--- src/rtl/prog_loader.sv ---
// Boot loader: assembles a length-prefixed little-endian byte stream into 32-bit
// words, writes them to memory and holds the CPU in reset until a load completes.
module prog_loader #(
    parameter int unsigned DEPTH     = 1024,
    parameter int unsigned BASE_ADDR = 0,
    parameter int unsigned TIMEOUT   = 100000
) (
    input  logic        clk,
    input  logic        reset_i,
    input  logic        start_i,
    input  logic [7:0]  rx_data_i,
    input  logic        rx_valid_i,
    output logic        rx_ready_o,
    output logic [31:0] d_addr_o,
    output logic        d_we_o,
    output logic [31:0] d_data_out_o,
    output logic        busy_o,
    output logic        done_o,
    output logic        error_o,
    output logic        cpu_reset_o,
    output logic [15:0] word_count_o
);

    // state | meaning
    // IDLE  | after reset, waiting for start_i
    // LEN0  | waiting for word count low byte (no timeout)
    // LEN1  | waiting for word count high byte
    // DATA  | collecting the 4 bytes of the current word
    // WRITE | one-cycle memory write strobe
    // DONE  | load complete, CPU released
    // ERROR | load aborted (oversize count or timeout)
    typedef enum logic [2:0] {IDLE, LEN0, LEN1, DATA, WRITE, DONE, ERROR} state_t;

    state_t      state, state_nx;
    logic [15:0] word_idx;
    logic [1:0]  byte_idx;
    logic [23:0] asm_lo;
    logic [31:0] timer;
    logic        xfer;
    logic        timed_out;
    logic [15:0] len_full;

    assign xfer      = rx_valid_i & rx_ready_o;
    // Down-counter reloaded on each accepted byte; terminal count 1 means TIMEOUT idle cycles.
    // A TIMEOUT of 0 loads 0, which never reaches the terminal count.
    assign timed_out = !xfer && (timer == 32'd1);
    assign len_full  = {rx_data_i, word_count_o[7:0]};

    assign rx_ready_o  = (state == LEN0) || (state == LEN1) || (state == DATA);
    assign busy_o      = rx_ready_o || (state == WRITE);
    assign d_we_o      = (state == WRITE);
    assign done_o      = (state == DONE);
    assign error_o     = (state == ERROR);
    assign cpu_reset_o = (state != DONE);

    always_ff @(posedge clk or posedge reset_i) begin
        if (reset_i) state <= IDLE;
        else         state <= state_nx;
    end

    always_comb begin
        state_nx = state;
        case (state)
            IDLE, DONE, ERROR: if (start_i) state_nx = LEN0;
            LEN0:  if (xfer) state_nx = LEN1;
            LEN1: begin
                if (xfer) begin
                    if (len_full == 16'd0)                    state_nx = DONE;
                    else if ({16'd0, len_full} > DEPTH)       state_nx = ERROR;
                    else                                      state_nx = DATA;
                end else if (timed_out) begin
                    state_nx = ERROR;
                end
            end
            DATA: begin
                if (xfer && byte_idx == 2'd3) state_nx = WRITE;
                else if (timed_out)           state_nx = ERROR;
            end
            WRITE: state_nx = ((word_idx + 16'd1) == word_count_o) ? DONE : DATA;
            default: state_nx = IDLE;
        endcase
    end

    always_ff @(posedge clk or posedge reset_i) begin
        if (reset_i) begin
            word_idx     <= '0;
            byte_idx     <= '0;
            asm_lo       <= '0;
            timer        <= '0;
            d_addr_o     <= '0;
            d_data_out_o <= '0;
            word_count_o <= '0;
        end else begin
            if (start_i && (state == IDLE || state == DONE || state == ERROR)) begin
                word_idx <= '0;
                byte_idx <= '0;
            end

            if (xfer)
                timer <= TIMEOUT;
            else if ((state == LEN1 || state == DATA) && timer != 32'd0)
                timer <= timer - 32'd1;

            if (xfer && state == LEN0) word_count_o[7:0]  <= rx_data_i;
            if (xfer && state == LEN1) word_count_o[15:8] <= rx_data_i;

            if (xfer && state == DATA) begin
                case (byte_idx)
                    2'd0: asm_lo[7:0]   <= rx_data_i;
                    2'd1: asm_lo[15:8]  <= rx_data_i;
                    2'd2: asm_lo[23:16] <= rx_data_i;
                    2'd3: begin
                        // Address and data are staged here so they are stable throughout WRITE.
                        d_data_out_o <= {rx_data_i, asm_lo};
                        d_addr_o     <= BASE_ADDR + {16'd0, word_idx};
                    end
                    default: ;
                endcase
                byte_idx <= byte_idx + 2'd1;
            end

            if (state == WRITE) begin
                word_idx <= word_idx + 16'd1;
                byte_idx <= '0;
            end
        end
    end

endmodule
--- config.mk ---
export PLATFORM = sky130hd
export DESIGN_NAME = prog_loader
export DESIGN_NICKNAME = d
export VERILOG_FILES = /design/src/rtl/prog_loader.sv
export SDC_FILE = /design/constraint.sdc
export NUM_CORES = 1
export LEC_CHECK = 0
export BUFFER_PORTS_ARGS = -buffer_cell sky130_fd_sc_hd__buf_4
export CORE_MARGIN = 3
export CORE_UTILIZATION = 45
export DETAILED_ROUTE_END_ITERATION = 16
export GPL_TIMING_DRIVEN = 0
export PLACE_DENSITY = 0.68
export SLEW_MARGIN = 20
export SYNTH_ARGS = -nofsm -noshare
export SYNTH_HDL_FRONTEND = slang
export SYNTH_SLANG_ARGS = --single-unit
--- constraint.sdc ---
create_clock -name clk -period 4.3 [get_ports clk]
set_input_delay 0.215 -clock clk [delete_from_list [all_inputs] [get_ports clk]]
set_output_delay 0.215 -clock clk [all_outputs]
set_load 0.02 [all_outputs]
After elaboration in Yosys (flattened, before gate mapping)
Index checks and enable logic that the tools add are counted.

Flip-flop bits (word level): 141.

$add $sub $neg: 3. Order comparisons: 1. Reduce and logical (&&, ||, !) cells: 27. Equality and inequality tests: 14. Bitwise logic cells: 1. Muxes and demuxes: 16.

Operators by type and width (number): 32-bit 2-to-1 mux (2); 32-bit by 1-bit equality test with 1-bit output (second input constant) (1); 16-bit 2-to-1 mux (2); 32-bit nonzero test (1); 32-bit by 1-bit subtractor with 32-bit output (second input constant) (1); 3-bit 2-to-1 mux (8); 16-bit by 1-bit adder with 16-bit output (second input constant) (1); 16-bit equality test (1); 16-bit by 11-bit greater-than comparator with 1-bit output (second input constant) (1); 16-bit logical NOT (1); 3-bit case mux with 5 select lines (1); 2-bit AND reduction (5); 3-bit equality test (second input constant) (3); 1-bit logical AND (7); 3-bit by 2-bit equality test with 1-bit output (second input constant) (2); 1-bit logical OR (6); 2-bit 2-to-1 mux (3); 2-bit equality test (second input constant) (2); 2-bit != test (second input constant) (2); 2-bit nonzero test (2); 3-bit by 1-bit equality test with 1-bit output (second input constant) (1); 3-bit logical NOT (1); 3-bit != test (second input constant) (1); 3-bit nonzero test (1); 6 further kinds (6).

Logic depth before layout (Yosys ltp)
Word-level depth: 9. Mapped depth: 9.

Worst setup path after synthesis
Ideal clock, no wire load.

Path kind: register to register. Start point: register timer[2]. End point: register timer[5]. Arrival time: 2.543 ns. Setup slack: 1.629 ns. Cell stages (with the launch flop): 10. Setup time: 0.127 ns. Period minus slack after synthesis: 2.671 ns. Data required time: 4.173 ns. Path through: dfrtp_1 -> or4_1 -> buf_2 -> or4_1 -> buf_2 -> o311ai_2 -> buf_2 -> nor4_1 -> xnor2_1 -> nand2_1.

Word-level cells in the longest chain between the ends: 3.

Ends and longest elaborated chain: start: declaration (RTL line 38) `logic [31:0] timer;`; start signal: assignment (RTL line 102) `timer <= timer - 32'd1;`; 32-bit by 1-bit subtractor with 32-bit output / 32-bit nonzero test (equally long branches) (RTL line 102, 101); 32-bit 2-to-1 mux / 1-bit logical AND (equally long branches) (RTL line 101) `else if ((state == LEN1 || state == DATA) && timer != 32'd0)`; 32-bit 2-to-1 mux / 2-bit nonzero test (equally long branches).

Parallel ways exist; a longest one is shown, timed or not. The select of a mux whose other input is x is not followed. A chain may end at the register's enable or synchronous reset.

Worst setup path after layout
Start point: register word_idx[6]. End point: register state[1].

Word-level cells in the longest chain between the ends: 4.

Ends and longest elaborated chain: start: declaration (RTL line 35) `logic [15:0] word_idx;`; start signal: assignment (RTL line 123) `word_idx <= word_idx + 16'd1;`; 16-bit by 1-bit adder with 16-bit output (RTL line 79) `WRITE: state_nx = ((word_idx + 16'd1) == word_count_o) ? DONE : DATA;`; 16-bit equality test (RTL line 79); 3-bit 2-to-1 mux (RTL line 79); 3-bit case mux with 5 select lines (RTL line 63) `case (state)`; end signal: assignment (RTL line 58) `else state <= state_nx;`; end: declaration (RTL line 34) `state_t state, state_nx;`.

Every way passes these cells.

==> impl_metrics.py <==
metrics = {
    "final_layout": {
        "number_of_inserted_diodes": 0,
        "utilization": 0.569,
        "area_growth_pct": 22.2,
        "post_route_cells_drive_above_1_share": 0.298,
        "final_nets": 763,
        "fillCellCount": 1245,
    },
    "min_path": {
        "min_path_type": "in2reg",
    },
    "placement": {
        "dp_hpwl_mm": 11.6,
        "port-buffer-count": 80,
        "final_weighted_congestion_in_routability_driven_placement": 0.948,
    },
    "grt": {
        "grt_start_max_net_pins": 87,
        "first_global_vias": 5249,
        "track_usage": 0.209,
        "grt_first_pass_wirelength_mm": 27.3,
        "grt_antenna_before_repair": 0,
        "grt_remaining_overflow": 0,
    },
    "power_and_ir_drop": {
        "p_per_area_nw_per_um2": 602,
        "net-switching-power_mw": 1.80,
        "sequentialPowerShare": 0.384,
        "power.internal_mw": 3.23,
        "power_frac_comb": 0.330,
        "switching_share": 0.358,
        "ir_worst_vdd_mv": 0.337,
        "pwr-share-clk": 0.286,
        "power.leakage_nw": 3.85,
    },
    "yosys": {
        "netlist_area_um2": 6840,
        "synth-async-reset-ratio": 1.00,
        "synthCells": 627,
        "synth-warning-count": 0,
        "synth_seq_area_share": 0.516,
        "synth.avg_cell_area_um2": 10.9,
        "synth_seq_cells": 141,
        "top_count_cell_post_synth": "sky130_fd_sc_hd__dfrtp_1",
        "synth_cell_types": 53,
        "yosys.area.top_type": "sky130_fd_sc_hd__dfrtp_1",
        "ys_dominant_reg_cell": "sky130_fd_sc_hd__dfrtp_1",
        "synth_edf_count": 0,
        "synth_area_leaders": "sky130_fd_sc_hd__dfrtp_1, sky130_fd_sc_hd__mux2_2, sky130_fd_sc_hd__xnor2_1",
        "synth_commonest_cells": "sky130_fd_sc_hd__dfrtp_1, sky130_fd_sc_hd__mux2_2, sky130_fd_sc_hd__nand2_1",
        "synth_largest_type_area_fraction": 0.516,
    },
    "clock_network": {
        "root_buffer": "sky130_fd_sc_hd__clkbuf_16",
        "cts_buffers": 17,
        "clock_tree_from_tritoncts": "done",
        "clockBufferDepth": 2,
        "clock_latency_on_the_worst_skew_pair_ns": 0.43,
        "cts-htree-levels": 4,
        "cts.sink_count": 141,
        "clock_pin_slew_on_the_worst_setup_and_hold_paths_ns": 0.06,
    },
    "worst_setup_path": {
        "startpoint_type": "flip-flop",
        "worst-path-max-fanout": 10,
        "worst-endpoint-arrival_ns": 3.38,
        "timing.setup.critical_path_class": "reg2reg",
        "end_kind": "flip-flop",
        "required_ns": 4.59,
    },
    "timing": {
        "max_slew_margin": 0.359,
        "final_layout_setup_total_negative_slack_ns": 0,
        "fmaxAchievable_ghz": 0.323,
        "fin_crit_sh": 0.720,
        "fin_hold_ws_ns": 0.0953,
        "timing.clock.skew_ns": 0.00947,
        "final-setup-viol-count": 0,
        "pins_over_their_slew_limit": 0,
        "finalHoldViolations": 0,
        "setup_repair_after_global_routing_missed_its_margin": "false",
        "worst-slew-pin-transition_ns": 0.953,
        "post-route-min-period_ns": 3.09,
    },
    "floorplanning": {
        "die_area_um2": 16700,
        "core_um2": 14700,
        "initial_utilization": 0.465,
        "placement_rows": 44,
        "ios": 98,
        "die_h_um": 129,
        "die-width_um": 129,
    },
    "drt": {
        "wl_mm": 16.4,
        "route.detailed.vias_per_inst": 5.53,
        "final_routed_wire_length_divided_by_cell_count_um": 17.5,
        "route.detailed.drc": 0,
        "detail_route.first_pass.iterations": 5,
        "ant_nets": 0,
        "initialDrtViolationCount": 553,
        "dr_total_vias": 5191,
    },
    "status": {
        "run_status": "finished clean",
    },
    "flow_run": {
        "cap_violations": 0,
    },
}
-- cells in the final DEF (no fill, tap or decap), drive strengths merged, types with 7 or more instances in the layout --
master / netlist / routed
a21oi: 14 / 14
buf: 23 / 104
clkbuf: 22 / 41
conb: 1 / 16
dfrtp: 141 / 141
ha: 8 / 8
inv: 14 / 21
mux2: 83 / 83
nand2: 46 / 46
nand3: 16 / 16
nand4: 10 / 10
nor2: 44 / 44
nor2b: 7 / 7
nor3: 21 / 21
nor4: 15 / 15
o21ai: 40 / 40
or3: 15 / 15
or4: 11 / 11
xnor2: 37 / 37
xor2: 8 / 8
-- power by group through the flow --
stage | clock, mW | combinational (mW) | sequential (mW)
2_1_floorplan | 0 | 0.921 | 2.06
3_3_place_gp | 0 | 1.62 | 1.93
3_5_place_dp | 0 | 1.66 | 1.95
4_1_cts | 1.47 | 1.67 | 1.93
5_1_grt | 1.52 | 1.81 | 1.98
6_report | 1.44 | 1.66 | 1.93
-- worst paths after layout --
kind / from / end / slack (ns) / cells after the start
max: word_idx[6] / state[1] / 1.21 / 7
min: rx_data_i[5] / asm_lo[13] / 0.1 / 2
max reg2reg: word_idx[6] / state[1] / 1.21 / 7
min reg2reg: d_addr_o[2] / d_addr_o[2] / 0.49 / 2
max in group asynchronous: reset_i / timer[29] / 3.18 / 4
min in group asynchronous: reset_i / d_data_out_o[26] / 0.35 / 3
-- final cells by class --
class / count / area, um^2 / share of cell area
flip-flops and latches: 141 / 3530 / 0.422
multi-input cells: 442 / 3090 / 0.369
repair buffers: 82 / 638 / 0.0763
clock buffers: 19 / 453 / 0.0542
plain buffers: 45 / 235 / 0.0281
well taps: 184 / 230 / 0.0275
clock inverters: 12 / 126 / 0.0151
inverters: 14 / 60.1 / 0.00719
-- repair_timing --
action / in CTS / in global routing
hold buffers: 1 / 0
endpoints found under the hold margin: 55 / 0
gates resized for setup: 0 / 0
buffers inserted: 0 / 0
-- worst max-delay path, cell delays in order (launching register included) --
cell and delay, ns:
sky130_fd_sc_hd__dfrtp_1 0.32, sky130_fd_sc_hd__clkbuf_1 0.37, sky130_fd_sc_hd__nand4_1 0.23, sky130_fd_sc_hd__nor4_1 0.86, sky130_fd_sc_hd__mux2i_1 0.20, sky130_fd_sc_hd__a2111o_1 0.42
sky130_fd_sc_hd__nor4_1 0.42, sky130_fd_sc_hd__o211ai_1 0.13
-- per-stage QoR --
stage | area (um^2) | power, mW | setup slack, ns | instances
2_1_floorplan | 6900 | 2.98 | 0.304 | 642
3_3_place_gp | 7730 | 3.55 | -1.16 | 906
3_5_place_dp | 7770 | 3.62 | 1.19 | 907
4_1_cts | 8360 | 5.08 | 1.15 | 939
5_1_grt | 8360 | 5.32 | 0.903 | 939
6_report | 8360 | 5.03 | 1.21 | 939
-- kinds of logic (layout without fill, tap and decap cells) --
| kind of cell | Yosys count | after routing | share of synthesized area |
|---|---|---|---|
| other | 1 | 16 | 0.000548 |
| buffers and inverters | 59 | 172 | 0.0421 |
| xor gates and xnor gates | 45 | 45 | 0.0576 |
| DFF | 141 | 141 | 0.516 |
| AOI/OAI and AO/OA | 86 | 86 | 0.0786 |
| adders and majority gates | 8 | 8 | 0.0146 |
| and+or+nand+nor | 203 | 203 | 0.153 |
| muxes | 84 | 84 | 0.138 |
-- per-layer routing --
layer | track usage | part of all wire | wire (um)
met1 | 0.278 | 0.44 | 7250
met2 | 0.329 | 0.48 | 7810
met3 | 0.0561 | 0.062 | 1020
met4 | 0.0778 | 0.021 | 344
met5 | 0 | 0 | 0
-- flip-flops by register name (all words and copies together), names as in the netlist --
signal,flops
d_data_out_o,32
timer,32
asm_lo,24
d_addr_o,16
word_count_o,16
word_idx,16
state,3
byte_idx,2
Note: power is estimated with default switching activity, not from simulation.
